## config.mk

```make
export PLATFORM = sky130hd
export DESIGN_NAME = serial_char_tx
export DESIGN_NICKNAME = d
export VERILOG_FILES = /design/src/rtl/serial_char_tx.sv
export SDC_FILE = /design/constraint.sdc
export NUM_CORES = 1
export LEC_CHECK = 0
export CAP_MARGIN = 20
export CORE_ASPECT_RATIO = 0.6
export CORE_MARGIN = 2
export CORE_UTILIZATION = 54
export CTS_CLUSTER_SIZE = 28
export DETAILED_ROUTE_END_ITERATION = 16
export MAX_ROUTING_LAYER = met4
export PLACE_DENSITY = 0.8
export SYNTH_ARGS = -nofsm -noshare
export SYNTH_HDL_FRONTEND = slang
export SYNTH_SLANG_ARGS = --single-unit
```

## constraint.sdc

```tcl
create_clock -name clk -period 2.2 [get_ports clk]
set_input_delay 0.22 -clock clk [delete_from_list [all_inputs] [get_ports clk]]
set_output_delay 0.22 -clock clk [all_outputs]
set_load 0.01 [all_outputs]
```

## src/rtl/serial_char_tx.sv

```systemverilog
// Serial character transmitter: 8N1 frames, LSB first, with a one-deep holding
// register in front of the shift register and a sticky overrun flag.
module serial_char_tx #(
  parameter int CYCLES_PER_BIT = 16
) (
  input  logic       clk,
  input  logic       reset,
  input  logic [7:0] data_in,
  input  logic       load,
  input  logic       clear_overrun,
  output logic       data_out,
  output logic       ready,
  output logic       busy,
  output logic       char_sent,
  output logic       overrun,
  output logic [3:0] bic
);

  localparam logic [7:0] CNT_LAST = 8'(CYCLES_PER_BIT - 1);

  typedef enum logic [1:0] {IDLE, START, DATA, STOP} state_t;

  state_t     state_q;
  logic [7:0] cnt_q;
  logic [3:0] bic_q;
  logic [7:0] shift_q;
  logic [7:0] hold_q;
  logic       hold_full_q;
  logic       data_out_q;
  logic       busy_q;
  logic       char_sent_q;
  logic       overrun_q;

  logic bit_end;
  logic drain_d;
  logic accept_d;
  logic ovr_set_d;

  // The holding register drains on the same edge the FSM enters START,
  // so a load in that cycle can refill it without being counted as overrun.
  always_comb begin
    bit_end   = (cnt_q == CNT_LAST);
    drain_d   = hold_full_q && ((state_q == IDLE) || (state_q == STOP && bit_end));
    accept_d  = load && (!hold_full_q || drain_d);
    ovr_set_d = load && hold_full_q && !drain_d;
  end

  always_ff @(posedge clk or negedge reset) begin
    if (!reset) begin
      state_q     <= IDLE;
      cnt_q       <= '0;
      bic_q       <= '0;
      shift_q     <= '0;
      hold_q      <= '0;
      hold_full_q <= 1'b0;
      data_out_q  <= 1'b1;
      busy_q      <= 1'b0;
      char_sent_q <= 1'b0;
      overrun_q   <= 1'b0;
    end else begin
      char_sent_q <= 1'b0;

      // A new overrun event wins over a simultaneous clear.
      if (clear_overrun) overrun_q <= 1'b0;
      if (ovr_set_d)     overrun_q <= 1'b1;

      if (drain_d) hold_full_q <= 1'b0;
      if (accept_d) begin
        hold_q      <= data_in;
        hold_full_q <= 1'b1;
      end

      case (state_q)
        IDLE: begin
          cnt_q <= '0;
          bic_q <= '0;
          if (hold_full_q) begin
            state_q    <= START;
            shift_q    <= hold_q;
            data_out_q <= 1'b0;
            busy_q     <= 1'b1;
          end
        end
        START: begin
          if (bit_end) begin
            state_q    <= DATA;
            cnt_q      <= '0;
            bic_q      <= 4'd1;
            data_out_q <= shift_q[0];
            shift_q    <= {1'b0, shift_q[7:1]};
          end else begin
            cnt_q <= cnt_q + 8'd1;
          end
        end
        DATA: begin
          if (bit_end) begin
            cnt_q <= '0;
            if (bic_q == 4'd8) begin
              state_q    <= STOP;
              bic_q      <= 4'd9;
              data_out_q <= 1'b1;
            end else begin
              bic_q      <= bic_q + 4'd1;
              data_out_q <= shift_q[0];
              shift_q    <= {1'b0, shift_q[7:1]};
            end
          end else begin
            cnt_q <= cnt_q + 8'd1;
          end
        end
        STOP: begin
          if (bit_end) begin
            cnt_q       <= '0;
            bic_q       <= '0;
            char_sent_q <= 1'b1;
            if (hold_full_q) begin
              state_q    <= START;
              shift_q    <= hold_q;
              data_out_q <= 1'b0;
            end else begin
              state_q    <= IDLE;
              data_out_q <= 1'b1;
              busy_q     <= 1'b0;
            end
          end else begin
            cnt_q <= cnt_q + 8'd1;
          end
        end
        default: state_q <= IDLE;
      endcase
    end
  end

  assign data_out  = data_out_q;
  assign ready     = ~hold_full_q;
  assign busy      = busy_q;
  assign char_sent = char_sent_q;
  assign overrun   = overrun_q;
  assign bic       = bic_q;

endmodule

```

==> run summary, run 1 <==
R2R Path Start = state_q[1]$_DFFE_PN0P_
cell family with most CP delay = simple AND/OR/NAND/NOR gates
clk slew on worst S/H paths = 0.07 ns
count of final setup violators = 0
HP Class = input port to async pin
CP max-delay cell = dfrtp_1
Die X = 76.71 um
vias = 1,172
die height = 47.63 um
sequential area share after synthesis = 51.21%
CTS Hold Buffers Added = 0
number of synthesized register bits = 35
Synth Area per Inst = 11.90 um^2
Yosys warning count = 0
most common cell after layout, fill and taps aside = dfrtp_1
WP buf/inv = 0
Worst Path Required = 2.36 ns
total negative slack = 0 ns
CP Class = flop to flop
CP Launch Point = state_q[1]$_DFFE_PN0P_
CTS Sinks = 35
first-pass detailed-route iteration total = 4
Critical Path AT = 2.23 ns
most frequent cells in the layout = 34 x dfrtp_1, 24 x mux2_2, 20 x clkdlybuf4s50_1
CTS HTree Levels = 2
worst slew pin tran = 0.5852 ns
ANT cells = 0
Leak = 0.9116 nW
PwrDens = 1432 nW/um^2
Clock Skew = 0.006847 ns
Rows = 15
synth unique cells = 35
Total GRT Usage = 21.70%
1st-iter DRT viols = 135
TritonCTS clock tree = yes
Nets = 190
maximum VDD drop = 0.0007785 V
gr ovfl total = 0
ANT nets after route = 0
Area Overhead vs Synth = 21.04%
Final Max Tran Viols = 0
first-pass GRT wire length = 5.644 mm
Post-DP Area = 1969 um^2
slowest stage delay, CP = 0.43 ns
Final GP Congestion = 0.8149
Worst setup EP type = flop
Cells after Synth = 144
worst skew pair latency = 0.28 ns
Async SR Flop Fraction = 100.0%
f_max = 0.4848 GHz
I/O pins = 21
period utilization = 93.77%
PortBufs = 20
Post-Syn Area = 1713 um^2
Core Area = 2947 um^2
status = complete, no violations
headroom to the max-slew limit = 60.99%
worst-case clock buffer depth = 2
initial core utilization = 58.13%
most used flip-flop cell after synthesis = dfrtp_1
DR WL/cell = 15.46 um
final instance area = 2073 um^2
DRC = 0
crit-path max FO = 8
Num CTS Buffers = 5
Post-synth EDFFs = 0
vias in the first global route = 1,226
post-detail-place hpwl = 2.375 mm
Critical Path Start Type = flop
final hold violation count = 0
drt via density = 5.502
Setup Fix Bufs, Post-CTS = 0
MaxCap Viol Count = 0
Syn Nets = 164
crit path cell chain = ha_1 -> and4_1 -> and2_2 -> o21ai_2 -> mux2_2
crit path time final = 2.063 ns
layout cells sized above 1 = 23.98%
initial antenna violation count = 0
die footprint = 3653 um^2
largest net degree at the start of global routing = 36
CTS root buffer = clkbuf_8
post_cts resized = 0
WL final = 3.292 mm
RSZ-0062 raised after global routing = false
## final timing paths
path,slack [ns],to,cells after the start
hold / removal,0.34,cnt_q[0]$_DFF_PN0_,2
setup reg to reg,0.14,hold_q[1]$_DFFE_PN0P_,5
max in group asynchronous,1.52,data_out$_DFFE_PN1P_,2
hold reg to reg,0.46,cnt_q[0]$_DFF_PN0_,1
min in group clk,0.46,cnt_q[0]$_DFF_PN0_,1
setup / recovery,0.14,hold_q[1]$_DFFE_PN0P_,5
## power by group
| group | switching (mW) | internal (mW) |
|---|---|---|
| combinational | 0.673 | 0.724 |
| clock | 0.221 | 0.285 |
| sequential | 0.166 | 0.902 |
| total | 1.06 | 1.91 |
## cell families after synthesis
group / after synthesis / synth area share [%]
buffers and inverters: 9 / 1.972
xor gates and xnor gates: 6 / 3.068
AOI/OAI and AO/OA: 19 / 7.817
adders and majority gates: 8 / 5.844
DFF: 35 / 51.21
muxes: 25 / 16.36
and+or+nand+nor: 42 / 13.73
## per-stage QoR
step	power, mW	hold slack [ns]	cells	setup WS [ns]	utilization (%)
final	2.970	0.3427	213	0.1372	70.36
after global placement	2.374	0.4456	205	0.2685	66.84
after global routing	3.196	0.4061	213	0.02420	70.36
after CTS	2.989	0.3580	213	0.1159	70.36
after floorplan	2.085	-0.07559	144	0.3082	-
after detailed placement	2.461	0.4489	205	0.1824	66.84
## worst reg2reg max path: cells and delay by family (launching register included)
| family | cells | cell delay (ns) |
|---|---|---|
| compound gates | 1 | 0.42 |
| mux | 1 | 0.41 |
| simple gates | 2 | 0.45 |
| flops | 1 | 0.43 |
| fa+ha+maj | 1 | 0.25 |
## layout make-up
| cell class | instances | area [um^2] |
|---|---|---|
| Clock buffer | 7 | 96.34 |
| Tap cell | 42 | 52.55 |
| Inverter | 6 | 22.52 |
| Fill cell | 203 | 873.3 |
| Multi-Input combinational cell | 100 | 802.0 |
| Sequential cell | 35 | 877.1 |
| Clock inverter | 1 | 7.507 |
| Timing Repair Buffer | 22 | 215.2 |
## cell usage after synthesis (2+ instances only)
cell / instances / area, um^2
and3_1: 3 / 18.77
nor2b_1: 3 / 18.77
a21oi_1: 6 / 30.03
inv_1: 6 / 22.52
nand2_1: 10 / 37.54
o21ai_0: 5 / 25.02
xnor2_1: 4 / 35.03
mux2_2: 24 / 270.3
ha_1: 8 / 100.1
clkbuf_1: 3 / 11.26
nand3_1: 4 / 20.02
nor3_1: 2 / 10.01
nand4_1: 2 / 12.51
xor2_1: 2 / 17.52
nor2_1: 8 / 30.03
nand2b_1: 2 / 12.51
dfrtp_1: 34 / 850.8
## per-layer routing
layer / vias to the layer above / GRT usage (%) / routed length (um)
li1: 560 / - / -
met1: 567 / 26.09 / 1525
met2: 38 / 35.96 / 1565
met3: 7 / 6.415 / 169
met4: 0 / 8.364 / 31
met5: - / - / 0
## state kept, by name (all words and copies together), names as in the netlist
signal / cells
bic: 4
busy: 1
char_sent: 1
cnt_q: 8
data_out: 1
hold_full_q: 1
hold_q: 8
overrun: 1
shift_q: 8
state_q: 2
(Power assumes the default switching activity.)
==> run 2, diff against run 1 <==
SKIP_LAST_GASP = 1   (was unset)
==> results of run 2 <==
The final DEF is identical to that of run 1; final timing and power are the same.
